==> src/rtl/imm_gen_pipe.sv <==
// Pipelined RISC-V immediate generator: decodes format and immediate, then presents the
// result through an output register backed by a skid register.
module imm_gen_pipe #(
    parameter int unsigned XLEN    = 64,
    parameter int unsigned SHAMT_W = (XLEN == 64) ? 6 : 5
) (
    input  logic            clk,
    input  logic            rst_n,
    input  logic            in_valid,
    output logic            in_ready,
    input  logic [31:0]     in_inst,
    output logic            out_valid,
    input  logic            out_ready,
    output logic [XLEN-1:0] out_imm,
    output logic [2:0]      out_fmt,
    output logic            out_illegal
);

    localparam logic [2:0] FmtR    = 3'd0;
    localparam logic [2:0] FmtI    = 3'd1;
    localparam logic [2:0] FmtS    = 3'd2;
    localparam logic [2:0] FmtB    = 3'd3;
    localparam logic [2:0] FmtU    = 3'd4;
    localparam logic [2:0] FmtJ    = 3'd5;
    localparam logic [2:0] FmtNone = 3'd7;

    function automatic logic [XLEN-1:0] sext(input logic [31:0] v);
        return XLEN'($signed(v));
    endfunction

    logic [6:0]      opcode;
    logic [2:0]      funct3;
    logic            is_shift;
    logic [XLEN-1:0] dec_imm;
    logic [2:0]      dec_fmt;
    logic            dec_ill;

    assign opcode   = in_inst[6:0];
    assign funct3   = in_inst[14:12];
    assign is_shift = (funct3 == 3'b001) || (funct3 == 3'b101);

    always_comb begin
        dec_imm = '0;
        dec_fmt = FmtNone;
        dec_ill = 1'b0;
        case (opcode)
            7'b0010011, 7'b0011011, 7'b0000011, 7'b1100111, 7'b1110011: begin
                dec_fmt = FmtI;
                if (opcode == 7'b0010011 && is_shift) begin
                    dec_imm = XLEN'(in_inst[20 +: SHAMT_W]);
                end else if (opcode == 7'b0011011 && is_shift) begin
                    // Word shifts always carry a 5-bit shamt.
                    dec_imm = XLEN'(in_inst[24:20]);
                end else begin
                    dec_imm = sext({{20{in_inst[31]}}, in_inst[31:20]});
                end
            end
            7'b0100011: begin
                dec_fmt = FmtS;
                dec_imm = sext({{20{in_inst[31]}}, in_inst[31:25], in_inst[11:7]});
            end
            7'b1100011: begin
                dec_fmt = FmtB;
                dec_imm = sext({{19{in_inst[31]}}, in_inst[31], in_inst[7], in_inst[30:25],
                                in_inst[11:8], 1'b0});
            end
            7'b0110111, 7'b0010111: begin
                dec_fmt = FmtU;
                dec_imm = sext({in_inst[31:12], 12'b0});
            end
            7'b1101111: begin
                dec_fmt = FmtJ;
                dec_imm = sext({{11{in_inst[31]}}, in_inst[31], in_inst[19:12], in_inst[20],
                                in_inst[30:21], 1'b0});
            end
            7'b0110011, 7'b0111011: begin
                dec_fmt = FmtR;
            end
            default: begin
                dec_ill = 1'b1;
            end
        endcase
    end

    logic            out_valid_q, out_valid_d;
    logic [XLEN-1:0] out_imm_q, out_imm_d;
    logic [2:0]      out_fmt_q, out_fmt_d;
    logic            out_ill_q, out_ill_d;
    logic            skid_valid_q, skid_valid_d;
    logic [XLEN-1:0] skid_imm_q, skid_imm_d;
    logic [2:0]      skid_fmt_q, skid_fmt_d;
    logic            skid_ill_q, skid_ill_d;
    logic            in_xfer, out_load;

    assign in_ready    = !skid_valid_q;
    assign in_xfer     = in_valid && in_ready;
    // Output reg may take new data when empty or being consumed this cycle.
    assign out_load    = !out_valid_q || out_ready;

    always_comb begin
        out_valid_d  = out_valid_q;
        out_imm_d    = out_imm_q;
        out_fmt_d    = out_fmt_q;
        out_ill_d    = out_ill_q;
        skid_valid_d = skid_valid_q;
        skid_imm_d   = skid_imm_q;
        skid_fmt_d   = skid_fmt_q;
        skid_ill_d   = skid_ill_q;
        if (out_load) begin
            if (skid_valid_q) begin
                out_valid_d  = 1'b1;
                out_imm_d    = skid_imm_q;
                out_fmt_d    = skid_fmt_q;
                out_ill_d    = skid_ill_q;
                skid_valid_d = 1'b0;
            end else if (in_xfer) begin
                out_valid_d = 1'b1;
                out_imm_d   = dec_imm;
                out_fmt_d   = dec_fmt;
                out_ill_d   = dec_ill;
            end else begin
                out_valid_d = 1'b0;
            end
        end else if (in_xfer) begin
            skid_valid_d = 1'b1;
            skid_imm_d   = dec_imm;
            skid_fmt_d   = dec_fmt;
            skid_ill_d   = dec_ill;
        end
    end

    always_ff @(posedge clk or negedge rst_n) begin
        if (!rst_n) begin
            out_valid_q  <= 1'b0;
            out_imm_q    <= '0;
            out_fmt_q    <= FmtNone;
            out_ill_q    <= 1'b0;
            skid_valid_q <= 1'b0;
            skid_imm_q   <= '0;
            skid_fmt_q   <= FmtNone;
            skid_ill_q   <= 1'b0;
        end else begin
            out_valid_q  <= out_valid_d;
            out_imm_q    <= out_imm_d;
            out_fmt_q    <= out_fmt_d;
            out_ill_q    <= out_ill_d;
            skid_valid_q <= skid_valid_d;
            skid_imm_q   <= skid_imm_d;
            skid_fmt_q   <= skid_fmt_d;
            skid_ill_q   <= skid_ill_d;
        end
    end

    assign out_valid   = out_valid_q;
    assign out_imm     = out_imm_q;
    assign out_fmt     = out_fmt_q;
    assign out_illegal = out_ill_q;

endmodule

==> config.mk <==
export PLATFORM = sky130hd
export DESIGN_NAME = imm_gen_pipe
export DESIGN_NICKNAME = d
export VERILOG_FILES = /design/src/rtl/imm_gen_pipe.sv
export SDC_FILE = /design/constraint.sdc
export NUM_CORES = 1
export LEC_CHECK = 0
export CAP_MARGIN = 40
export CELL_PAD_IN_SITES_DETAIL_PLACEMENT = 1
export CELL_PAD_IN_SITES_GLOBAL_PLACEMENT = 2
export CORE_ASPECT_RATIO = 1.2
export CORE_MARGIN = 2
export CORE_UTILIZATION = 29
export DETAILED_ROUTE_END_ITERATION = 16
export PLACE_DENSITY = 0.93
export SLEW_MARGIN = 10
export SYNTH_ARGS = -nofsm -noshare
export SYNTH_HDL_FRONTEND = slang
export SYNTH_SLANG_ARGS = --single-unit
==> constraint.sdc <==
create_clock -name clk -period 2.2 [get_ports clk]
set_input_delay 0.44 -clock clk [delete_from_list [all_inputs] [get_ports clk]]
set_output_delay 0.44 -clock clk [all_outputs]
set_load 0.005 [all_outputs]
==> impl_metrics.yaml <==
worst_setup_path:
  critPathMaxStageDelay_ps: 470
  worst-path-max-fanout: 11
  r2r_start: "skid_valid_q"
  rr_worst_depth: 5
  r2r-end: "out_imm[9]"
  critPathSlowestCell: "clkdlybuf4s50_1"
  cpMostUsedCell: "buf_4"
  critPathRequiredTime_ps: 2450
  path_cells: "clkdlybuf4s50_1, buf_4, nand2_1, or3_4, a31oi_4, o21ai_1, buf_4, a31oi_1"
  worst-path-buf-inv: 3
  critPathCaptureType: "flop"
  reg2reg_slack_ps: 370
  arrival_ps: 2340
  crit_family: "buffers and inverters"
  crit_type: "in -> reg"
  worstSetupStartpointType: "input port"
clock_network:
  clock-sinks: 74
  cts_root_buffer: "clkbuf_16"
  clk_pin_slew_ps: 60
  cts-buffers-inserted: 9
  cts_tree: "yes"
  clock_path_buffers: 2
  clock_latency_ps: 340
  h-tree-depth: 3
  cts-hold-fix-buffers: 0
global_route:
  gr-usage-all-layers_pct: 18.72
  grt-ovfl-total: 0
  antenna_found_initial: 0
  grt_max_degree: 37
  grt_pass1_wl_um: 22200
  grt_pass1_vias: 4117
yosys:
  syn_area_sq_um: 4036
  yosys.area.top_type: "dfrtp_1"
  synth.most_common_cell: "nor2_1"
  synth_warnings: 0
  syn_area_per_cell_sq_um: 8.930
  synth_edf_count: 0
  async_flop_share_pct: 100.0
  synth.distinct_cells: 49
  synth_cells: 452
  synthTopCellsByArea: "dfrtp_1 (42%), nor2_1 (6.4%), buf_4 (6.1%)"
  syn-num-nets: 488
  synth_commonest_cells: "nor2_1 (69), dfrtp_1 (68), buf_4 (33), nand2_1 (33)"
  yosys.area.top_type_share_pct: 42.16
  synth_seq_area_share_pct: 46.06
  synth_ff_type: "dfrtp_1"
  synth-seq-cells: 74
drt:
  avgRoutedWirePerCell_um: 19.30
  dr.max_layer_used: "met4"
  vias_per_cell: 5.383
  wl_met3_um: 497
  drt_first_pass_iters: 4
  drtIter0Drc: 209
  drc: 0
  met1Wirelength_um: 5897
  num_vias: 3908
  postRouteAntennaNets: 0
  postRouteWirelength_um: 14010
  wl_met2_um: 7296
sta:
  finalSetupTns_ps: 0
  final-hold-violation-count: 0
  grt_setup_unrepaired: "no"
  setup_violations: 0
  fin_skew_ps: 8.996
  post-route-min-period_ps: 2092
  finalWorstSetupSlack_ps: 107.7
  drv_slew: 0
  whs_ps: 116.4
  worst-slew-pin-transition_ps: 627.9
  period_share_pct: 95.11
  fmax_ghz: 0.4779
  relSlewSlack_pct: 58.14
worst_hold_path:
  hold_path.class: "in -> async"
floorplanning:
  pin_count: 106
  rows: 47
  die_x_um: 111.7
  start_util_pct: 29.46
  dieArea_sq_um: 14880
  die_height_um: 133.2
  coreArea_sq_um: 13700
placement:
  post-place-ws_ps: -526.7
  port-buffer-count: 105
  place_congestion: 0.9571
  hpwl_um: 9780
final_layout:
  drive_gt1_share_pct: 16.40
  antenna_cells: 0
  area_growth_pct: 39.80
  nets: 586
power_and_ir_drop:
  ir_drop_uv: 341.9
  leakage_nw: 2.343
  power_density_nw_per_um2: 724.7
outcome:
  outcome: "finished clean"
job:
  drv_cap: 0
[kinds of logic after synthesis]
logic type	Yosys count	share of synthesized area, %
buffers and inverters	70	9.888
AOI/OAI and AO/OA	126	22.57
and+or+nand+nor	179	20.71
adders and majority gates	1	0.2480
DFF	74	46.06
muxes	2	0.5270
[power by group]
group	switching (W)	internal [W]	total [W]
sequential	0.000117	0.00157	0.00169
clock	0.000568	0.000877	0.00144
combinational	0.000458	0.000499	0.000956
total	0.00114	0.00295	0.00409
[metal layers]
layer	up-vias	track usage (%)
met5	-	0
met4	0	6.173
met3	23	3.094
met2	97	32.96
met1	1979	23.30
li1	1809	-
[area by class of cell]
type	count	area, sq um
timing repair buffer	153	1456
inverter	4	15.01
sequential	74	1859
clock inverter	3	40.04
tap	171	214.0
fill	1610	8059
clock buffer	13	240.2
multi-input combinational	308	1818
[cell usage in the layout (no fill, tap or decap), types with 3 or more instances in the layout]
master / count
dlymetal6s2s_1: 3
a221o_1: 11
nor2_1: 68
and3_1: 14
o2111ai_1: 10
buf_4: 44
o21ai_0: 28
a31oi_1: 20
clkdlybuf4s50_1: 99
clkbuf_1: 4
nand3_1: 17
clkbuf_16: 9
a21oi_1: 15
dfstp_2: 6
a21o_1: 3
buf_12: 3
o22ai_1: 7
nor3_1: 28
o211ai_1: 8
dfrtp_1: 68
a211oi_2: 10
nand2_1: 33
inv_1: 4
[worst max path at each step]
stage | startpoint | to | slack, ps | cells past startpoint
6_report | in_inst[2] | skid_imm_q[21] | 110 | 8
3_5_place_dp | in_inst[5] | out_imm[23] | -530 | 7
2_1_floorplan | in_inst[2] | out_imm[21] | 250 | 7
4_1_cts | in_inst[1] | skid_imm_q[14] | 7 | 7
5_1_grt | in_inst[2] | skid_imm_q[9] | 8 | 8
3_3_place_gp | in_inst[5] | out_imm[20] | -440 | 7
[registers in the layout, indices dropped and copies added, names as in the netlist]
| signal | count |
|---|---|
| skid_ill_q | 1 |
| skid_imm_q | 32 |
| out_illegal | 1 |
| skid_fmt_q | 3 |
| out_fmt | 3 |
| out_imm | 32 |
| out_valid | 1 |
| skid_valid_q | 1 |
[repair_timing]
action	4_1_cts	5_1_grt
gates resized for setup	4	10
endpoints found under the setup margin	32	36
pin swaps	1	1
buffers inserted	0	4
[metrics by stage]
| stage | std cells | power [W] | instance area (sq um) | util [%] |
|---|---|---|---|---|
| 2_1_floorplan | 452 | 0.002147 | 4036 | - |
| 3_3_place_gp | 706 | 0.002607 | 5284 | 38.56 |
| 3_5_place_dp | 706 | 0.002658 | 5284 | 38.56 |
| 4_1_cts | 722 | 0.004101 | 5573 | 40.67 |
| 5_1_grt | 726 | 0.004268 | 5643 | 41.18 |
| 6_report | 726 | 0.004089 | 5643 | 41.18 |
Power figures use the tool's default switching activity.
